**src/rtl/mdu_pkg.sv**
```systemverilog
// Shared types and constants for the iterative M-extension divider.
//   XLEN_DEFAULT : default operand/result width
//   div_op_e     : divide op, encoded as funct3[1:0]
//   div_state_e  : divider control states
//   min_int()    : most-negative two's-complement value for a given width
package mdu_pkg;

    localparam int unsigned XLEN_DEFAULT = 32;
    localparam int unsigned MAX_XLEN     = 128;

    typedef enum logic [1:0] {
        DIV  = 2'b00,
        DIVU = 2'b01,
        REM  = 2'b10,
        REMU = 2'b11
    } div_op_e;

    typedef enum logic [1:0] {
        IDLE = 2'd0,
        CALC = 2'd1,
        DONE = 2'd2
    } div_state_e;

    // Callers truncate the result to their own width.
    function automatic logic [MAX_XLEN-1:0] min_int(input int unsigned width);
        return MAX_XLEN'(1) << (width - 1);
    endfunction

endpackage

```
**src/rtl/mdu_div_step.sv**
```systemverilog
// One combinational restoring-division step on the {rem, quo} shift pair.
//   rem, quo, divisor : current partial remainder, dividend/quotient register, divisor
//   rem_next_c        : partial remainder after the shift and conditional subtract
//   quo_next_c        : quotient register after shifting in the new quotient bit
module mdu_div_step #(
    parameter int unsigned XLEN = 32
) (
    input  logic [XLEN-1:0] rem,
    input  logic [XLEN-1:0] quo,
    input  logic [XLEN-1:0] divisor,
    output logic [XLEN-1:0] rem_next_c,
    output logic [XLEN-1:0] quo_next_c
);

    logic [XLEN:0] shifted;
    logic          ge;

    // Compare at XLEN+1 bits: the shifted remainder can exceed 2^XLEN-1.
    always_comb begin
        shifted    = {rem, quo[XLEN-1]};
        ge         = (shifted >= {1'b0, divisor});
        rem_next_c = ge ? XLEN'(shifted - {1'b0, divisor}) : shifted[XLEN-1:0];
        quo_next_c = {quo[XLEN-2:0], ge};
    end

endmodule

```
**src/rtl/mdu_div_iter.sv**
```systemverilog
// Iterative restoring divider for DIV/DIVU/REM/REMU.
// BITS_PER_CYCLE must be 1 or 2 and divide XLEN.
//   clk, rst             : clock, synchronous active-high reset
//   flush                : kills any operation in flight
//   in_valid/in_ready    : operand handshake (op, a, b)
//   out_valid/out_ready  : result handshake (result)
//   stallreq             : execute-stage stall request
module mdu_div_iter
    import mdu_pkg::*;
#(
    parameter int unsigned XLEN           = XLEN_DEFAULT,
    parameter int unsigned BITS_PER_CYCLE = 1
) (
    input  logic            clk,
    input  logic            rst,
    input  logic            flush,
    input  logic            in_valid,
    output logic            in_ready,
    input  logic [1:0]      op,
    input  logic [XLEN-1:0] a,
    input  logic [XLEN-1:0] b,
    output logic            out_valid,
    input  logic            out_ready,
    output logic [XLEN-1:0] result,
    output logic            stallreq
);

    localparam int unsigned NSTEP = XLEN / BITS_PER_CYCLE;
    localparam int unsigned CNT_W = $clog2(NSTEP + 1);
    localparam logic [XLEN-1:0] MIN_INT = XLEN'(min_int(XLEN));

    div_state_e      state, state_next;
    logic [CNT_W-1:0] cnt;
    div_op_e         op_q;
    logic [XLEN-1:0] rem_q, quo_q, divisor_q;
    logic            neg_q, neg_r;

    logic            accept, is_signed, div_by_zero, overflow, special, last_iter, rem_sel_q;
    logic [XLEN-1:0] abs_a, abs_b, special_res, calc_res;
    logic [XLEN-1:0] rem_chain [BITS_PER_CYCLE+1];
    logic [XLEN-1:0] quo_chain [BITS_PER_CYCLE+1];

    // Issue-side decode: accept, magnitudes, early-out cases.
    assign accept      = in_valid & (state == IDLE) & ~flush;
    assign is_signed   = ~op[0];
    assign div_by_zero = (b == '0);
    assign overflow    = is_signed & (a == MIN_INT) & (b == '1);
    assign special     = div_by_zero | overflow;
    assign abs_a       = (is_signed & a[XLEN-1]) ? -a : a;
    assign abs_b       = (is_signed & b[XLEN-1]) ? -b : b;
    assign special_res = div_by_zero ? (op[1] ? a : '1) : (op[1] ? '0 : MIN_INT);

    assign last_iter = (cnt == CNT_W'(1));
    assign rem_sel_q = (op_q == REM) | (op_q == REMU);
    assign stallreq  = in_valid | (state != IDLE);

    // Chain of restoring steps retiring BITS_PER_CYCLE quotient bits per cycle.
    assign rem_chain[0] = rem_q;
    assign quo_chain[0] = quo_q;
    for (genvar i = 0; i < BITS_PER_CYCLE; i++) begin : g_step
        mdu_div_step #(.XLEN(XLEN)) u_step (
            .rem        (rem_chain[i]),
            .quo        (quo_chain[i]),
            .divisor    (divisor_q),
            .rem_next_c (rem_chain[i+1]),
            .quo_next_c (quo_chain[i+1])
        );
    end

    // Sign fix-up applied to the final iteration's output.
    assign calc_res = rem_sel_q
                    ? (neg_r ? -rem_chain[BITS_PER_CYCLE] : rem_chain[BITS_PER_CYCLE])
                    : (neg_q ? -quo_chain[BITS_PER_CYCLE] : quo_chain[BITS_PER_CYCLE]);

    // State register.
    always_ff @(posedge clk) begin
        if (rst) state <= IDLE;
        else     state <= state_next;
    end

    // Next-state and handshake decode.
    always_comb begin
        state_next = state;
        in_ready   = 1'b0;
        out_valid  = 1'b0;
        case (state)
            IDLE: begin
                in_ready = 1'b1;
                if (accept) state_next = special ? DONE : CALC;
            end
            CALC: if (last_iter) state_next = DONE;
            DONE: begin
                out_valid = 1'b1;
                if (out_ready) state_next = IDLE;
            end
            default: state_next = IDLE;
        endcase
        if (flush) state_next = IDLE;
    end

    // Operand latches, iteration datapath and result register.
    always_ff @(posedge clk) begin
        if (rst) begin
            cnt       <= '0;
            op_q      <= DIV;
            rem_q     <= '0;
            quo_q     <= '0;
            divisor_q <= '0;
            neg_q     <= 1'b0;
            neg_r     <= 1'b0;
            result    <= '0;
        end else if (flush) begin
            cnt <= '0;
        end else if (accept) begin
            op_q      <= div_op_e'(op);
            rem_q     <= '0;
            quo_q     <= abs_a;
            divisor_q <= abs_b;
            neg_q     <= is_signed & (a[XLEN-1] ^ b[XLEN-1]);
            neg_r     <= is_signed & a[XLEN-1];
            cnt       <= CNT_W'(NSTEP);
            if (special) result <= special_res;
        end else if (state == CALC) begin
            rem_q <= rem_chain[BITS_PER_CYCLE];
            quo_q <= quo_chain[BITS_PER_CYCLE];
            cnt   <= cnt - CNT_W'(1);
            if (last_iter) result <= calc_res;
        end
    end

endmodule

```
**config.mk**
```make
export PLATFORM = sky130hd
export DESIGN_NAME = mdu_div_iter
export DESIGN_NICKNAME = d
export VERILOG_FILES = /design/src/rtl/mdu_pkg.sv /design/src/rtl/mdu_div_step.sv /design/src/rtl/mdu_div_iter.sv
export SDC_FILE = /design/constraint.sdc
export NUM_CORES = 1
export LEC_CHECK = 0
export BUFFER_PORTS_ARGS = -buffer_cell sky130_fd_sc_hd__clkbuf_2
export CAP_MARGIN = 20
export CORE_MARGIN = 5
export CORE_UTILIZATION = 35
export DETAILED_ROUTE_END_ITERATION = 10
export HOLD_SLACK_MARGIN = 0.05
export PLACE_DENSITY_LB_ADDON = 0.08
export SETUP_SLACK_MARGIN = 0.4
export SYNTH_ARGS = -nofsm -noshare
export SYNTH_HDL_FRONTEND = slang
export SYNTH_SLANG_ARGS = --single-unit
```
**constraint.sdc**
```tcl
create_clock -name clk -period 7.5 [get_ports clk]
set_clock_uncertainty 0.1 [all_clocks]
set_input_delay 1.5 -clock clk [delete_from_list [all_inputs] [get_ports clk]]
set_output_delay 1.5 -clock clk [all_outputs]
set_load 0.1 [all_outputs]
```
==> results.yml <==
worst_setup_path:
  cpMostUsedCell: "buf_4"
  cp_data_required_time_ns: 7.76
  criticalPathCategory: "register to register"
  worst_path_max_delay_cell: "or4_1"
  critPathBufInv: 4
  path_max_fanout: 21
  path_cells: "ha_1 -> o211ai_1 -> a21o_1 -> a211oi_2 -> o31ai_1 -> buf_4 -> nand2_1 -> buf_4 -> mux2i_1 -> ha_1 -> inv_1 -> or4_1 -> a222oi_1 -> buf_4 -> o2111ai_2 -> nor4_2 -> mux2_1 -> o31ai_1"
  critical_path.top_delay_family: "compound AO/OA/AOI/OAI gates"
  cp-start-kind: "register"
  cp-end-kind: "register"
  cp.arrival_ns: 5.80
  slowest_delay_ns: 0.55
min_path:
  hp-class: "register to register"
grt:
  grtUsageTotal_pct: 24.3
  grt_pass1_wl_um: 72900
  overflow: 0
  grt_pass1_vias: 12300
  grt_busiest_layer: "met2"
  grt_antenna_before_repair: 2
  grtUsageMet3_pct: 3.98
  use_met2_pct: 38.2
  grt_max_degree: 83
  grtUsageMet1_pct: 34.8
placed_design:
  gp_congestion: 0.946
  portBuffers: 105
  post-dp-hpwl_um: 36200
floorplanning:
  rows: 67
  core_region_area_mm2: 0.0335
  die_area_mm2: 0.0377
  io_pins: 106
  die_h_um: 194
  die_w_um: 194
  start_util_pct: 35.4
clocking:
  insertion_delay_ns: 0.46
  cts_tree: "built"
  cts_sinks: 139
  cts_max_path_buffers: 2
  cts_root_buf: "clkbuf_16"
  ctsHtreeMaxLevel: 4
  cts_hold_buf: 0
  path_clk_slew_ns: 0.07
  cts_setup_buffers: 0
  cts_resized: 0
  cts_buffers: 17
routing:
  num_vias: 13000
  routed_wl_um: 47500
  drt-initial-drc-count: 1194
  routedWlPerCell_um: 21.6
  viasPerCell: 5.92
  antenna_left: 0
  drc: 0
  firstDrtPassIters: 6
sta:
  rsz0062_at_grt: "false"
  relSlewSlack_pct: 34.4
  finalSetupViolCount: 0
  finalCritPeriodShare_pct: 73.9
  finalSetupTns_ns: 0
  maxClockFrequency_ghz: 0.180
  worstMarginPinSlew_ns: 0.956
  slew_viol_final: 0
  hold_viol_final: 0
  min_period_ns: 5.54
logic_synthesis:
  yosys_warnings: 0
  syn_inst: 1690
  synth_cell_type_count: 78
  synth_nets: 1801
  avgSynthCellArea_um2: 7.03
  async_flop_share_pct: 0
  synth-seq-cells: 139
  yosysSeqAreaShare_pct: 23.4
  syn_area_mm2: 0.0119
  synth_edf_count: 0
  synth_ff_type: "dfxtp_1"
pwr:
  power_density_mw_per_mm2: 170
  p_leak_nw: 5.07
  vdd_drop_max_uv: 155
layout:
  nNetsFinal: 1844
  area_delta_synth_final_pct: 12.7
  utilization_pct: 39.9
  drive_gt1_share_pct: 11.2
  num_antenna_cells: 0
outcome:
  status: "finished, final reports clean"
job:
  cap_violations: 0
==> routing by layer <==
metal  share of wire, %  vias up
met5              0.027        -
met2                 45      374
met3                5.4       57
met1                 48     6252
met4                2.0        2
li1                   -     6305
==> tightest hold or removal path, cell delays in order, from the launching register on <==
cell     delay [ns]
dfxtp_1        0.31
nand2_1        0.05
nand2_1        0.04
==> logic make-up after synthesis <==
group	share of synthesized area [%]
AO/OA/AOI/OAI	28.9
XOR/XNOR	8.55
adder cells (fa/ha/maj)	4.27
buffers and inverters	5.66
flip-flops	23.4
multiplexers	2.19
AND/OR/NAND/NOR	27.0
==> cells in the mapped netlist (all sizes together) (12+ instances only) <==
| cell type | number | area share [%] |
|---|---|---|
| inv | 71 | 2.2 |
| a311oi | 33 | 2.4 |
| or4 | 20 | 1.3 |
| nand2 | 181 | 5.7 |
| o21ai | 89 | 3.7 |
| dfxtp | 139 | 23 |
| xor2 | 60 | 4.4 |
| a211oi | 55 | 3.6 |
| or3 | 20 | 1.1 |
| and3 | 14 | 0.74 |
| a21oi | 135 | 5.7 |
| o41ai | 16 | 1.2 |
| and2 | 15 | 0.79 |
| xnor2 | 56 | 4.1 |
| nand3 | 40 | 1.7 |
| nor3 | 55 | 2.3 |
| nor4 | 29 | 1.6 |
| a31oi | 28 | 1.5 |
| or2 | 12 | 0.63 |
| nor2 | 223 | 7.0 |
| nand2b | 19 | 1.0 |
| clkbuf | 91 | 2.9 |
| nor2b | 15 | 0.79 |
| buf | 14 | 0.48 |
| nand4 | 23 | 1.2 |
| ha | 39 | 4.1 |
| mux2i | 17 | 1.4 |
| o31ai | 27 | 1.7 |
==> report_power, final <==
group / leakage [nW] / switching [mW] / internal [mW]
registers: 1.13 / 0.0280 / 0.765
logic: 3.64 / 0.367 / 0.186
clock network: 0.297 / 0.395 / 0.532
==> through the flow <==
stage               power [mW]  cells  hold slack, ns  setup WS (ns)  area (µm²)
detailed placement        1.35   2162           0.336           2.04       12800
floorplan                 1.17   1690           0.332           2.23       11900
finish                    2.27   2194           0.339           1.96       13400
global placement          1.36   2162           0.329           1.97       12800
global route              2.38   2194           0.377           1.53       13400
CTS                       2.28   2194           0.346           1.99       13400
==> final timing paths <==
kind	from	to	slack, ns	depth (start not counted)
worst min register to register	result[14]	result[14]	0.34	2
worst max-delay path	rem_q[2]	result[28]	1.96	18
worst min-delay path	result[14]	result[14]	0.34	2
worst max register to register	rem_q[2]	result[28]	1.96	18
==> layout by cell type, fill, tap and decap left out, types with 16 or more instances in the layout <==
cell type,instances
a211oi_1,53
a21oi_1,133
a311oi_1,33
a31oi_1,28
buf_4,25
clkbuf_16,17
clkbuf_2,104
dfxtp_1,139
ha_1,39
inv_1,71
mux2i_1,17
nand2_1,181
nand2b_1,18
nand3_1,40
nand4_1,23
nor2_1,221
nor3_1,55
nor4_1,28
o21ai_0,85
o31ai_1,27
o41ai_1,16
or3_1,20
or4_1,20
xnor2_1,56
xor2_1,60
==> sequential cells by signal, indices dropped and copies added (netlist names) <==
name	flops
cnt	6
result	32
rem_q	32
divisor_q	32
op_q	1
quo_q	32
neg_r	1
state	2
neg_q	1
==> layout make-up <==
cell class,instances,area (µm²)
Multi-Input combinational cell,1373,8450
Fill cell,3641,20100
Tap cell,448,561
Clock buffer,18,429
Clock inverter,14,185
Inverter,73,274
Timing Repair Buffer,129,708
Sequential cell,139,2780
No activity file was read; power rests on OpenSTA's default activity.
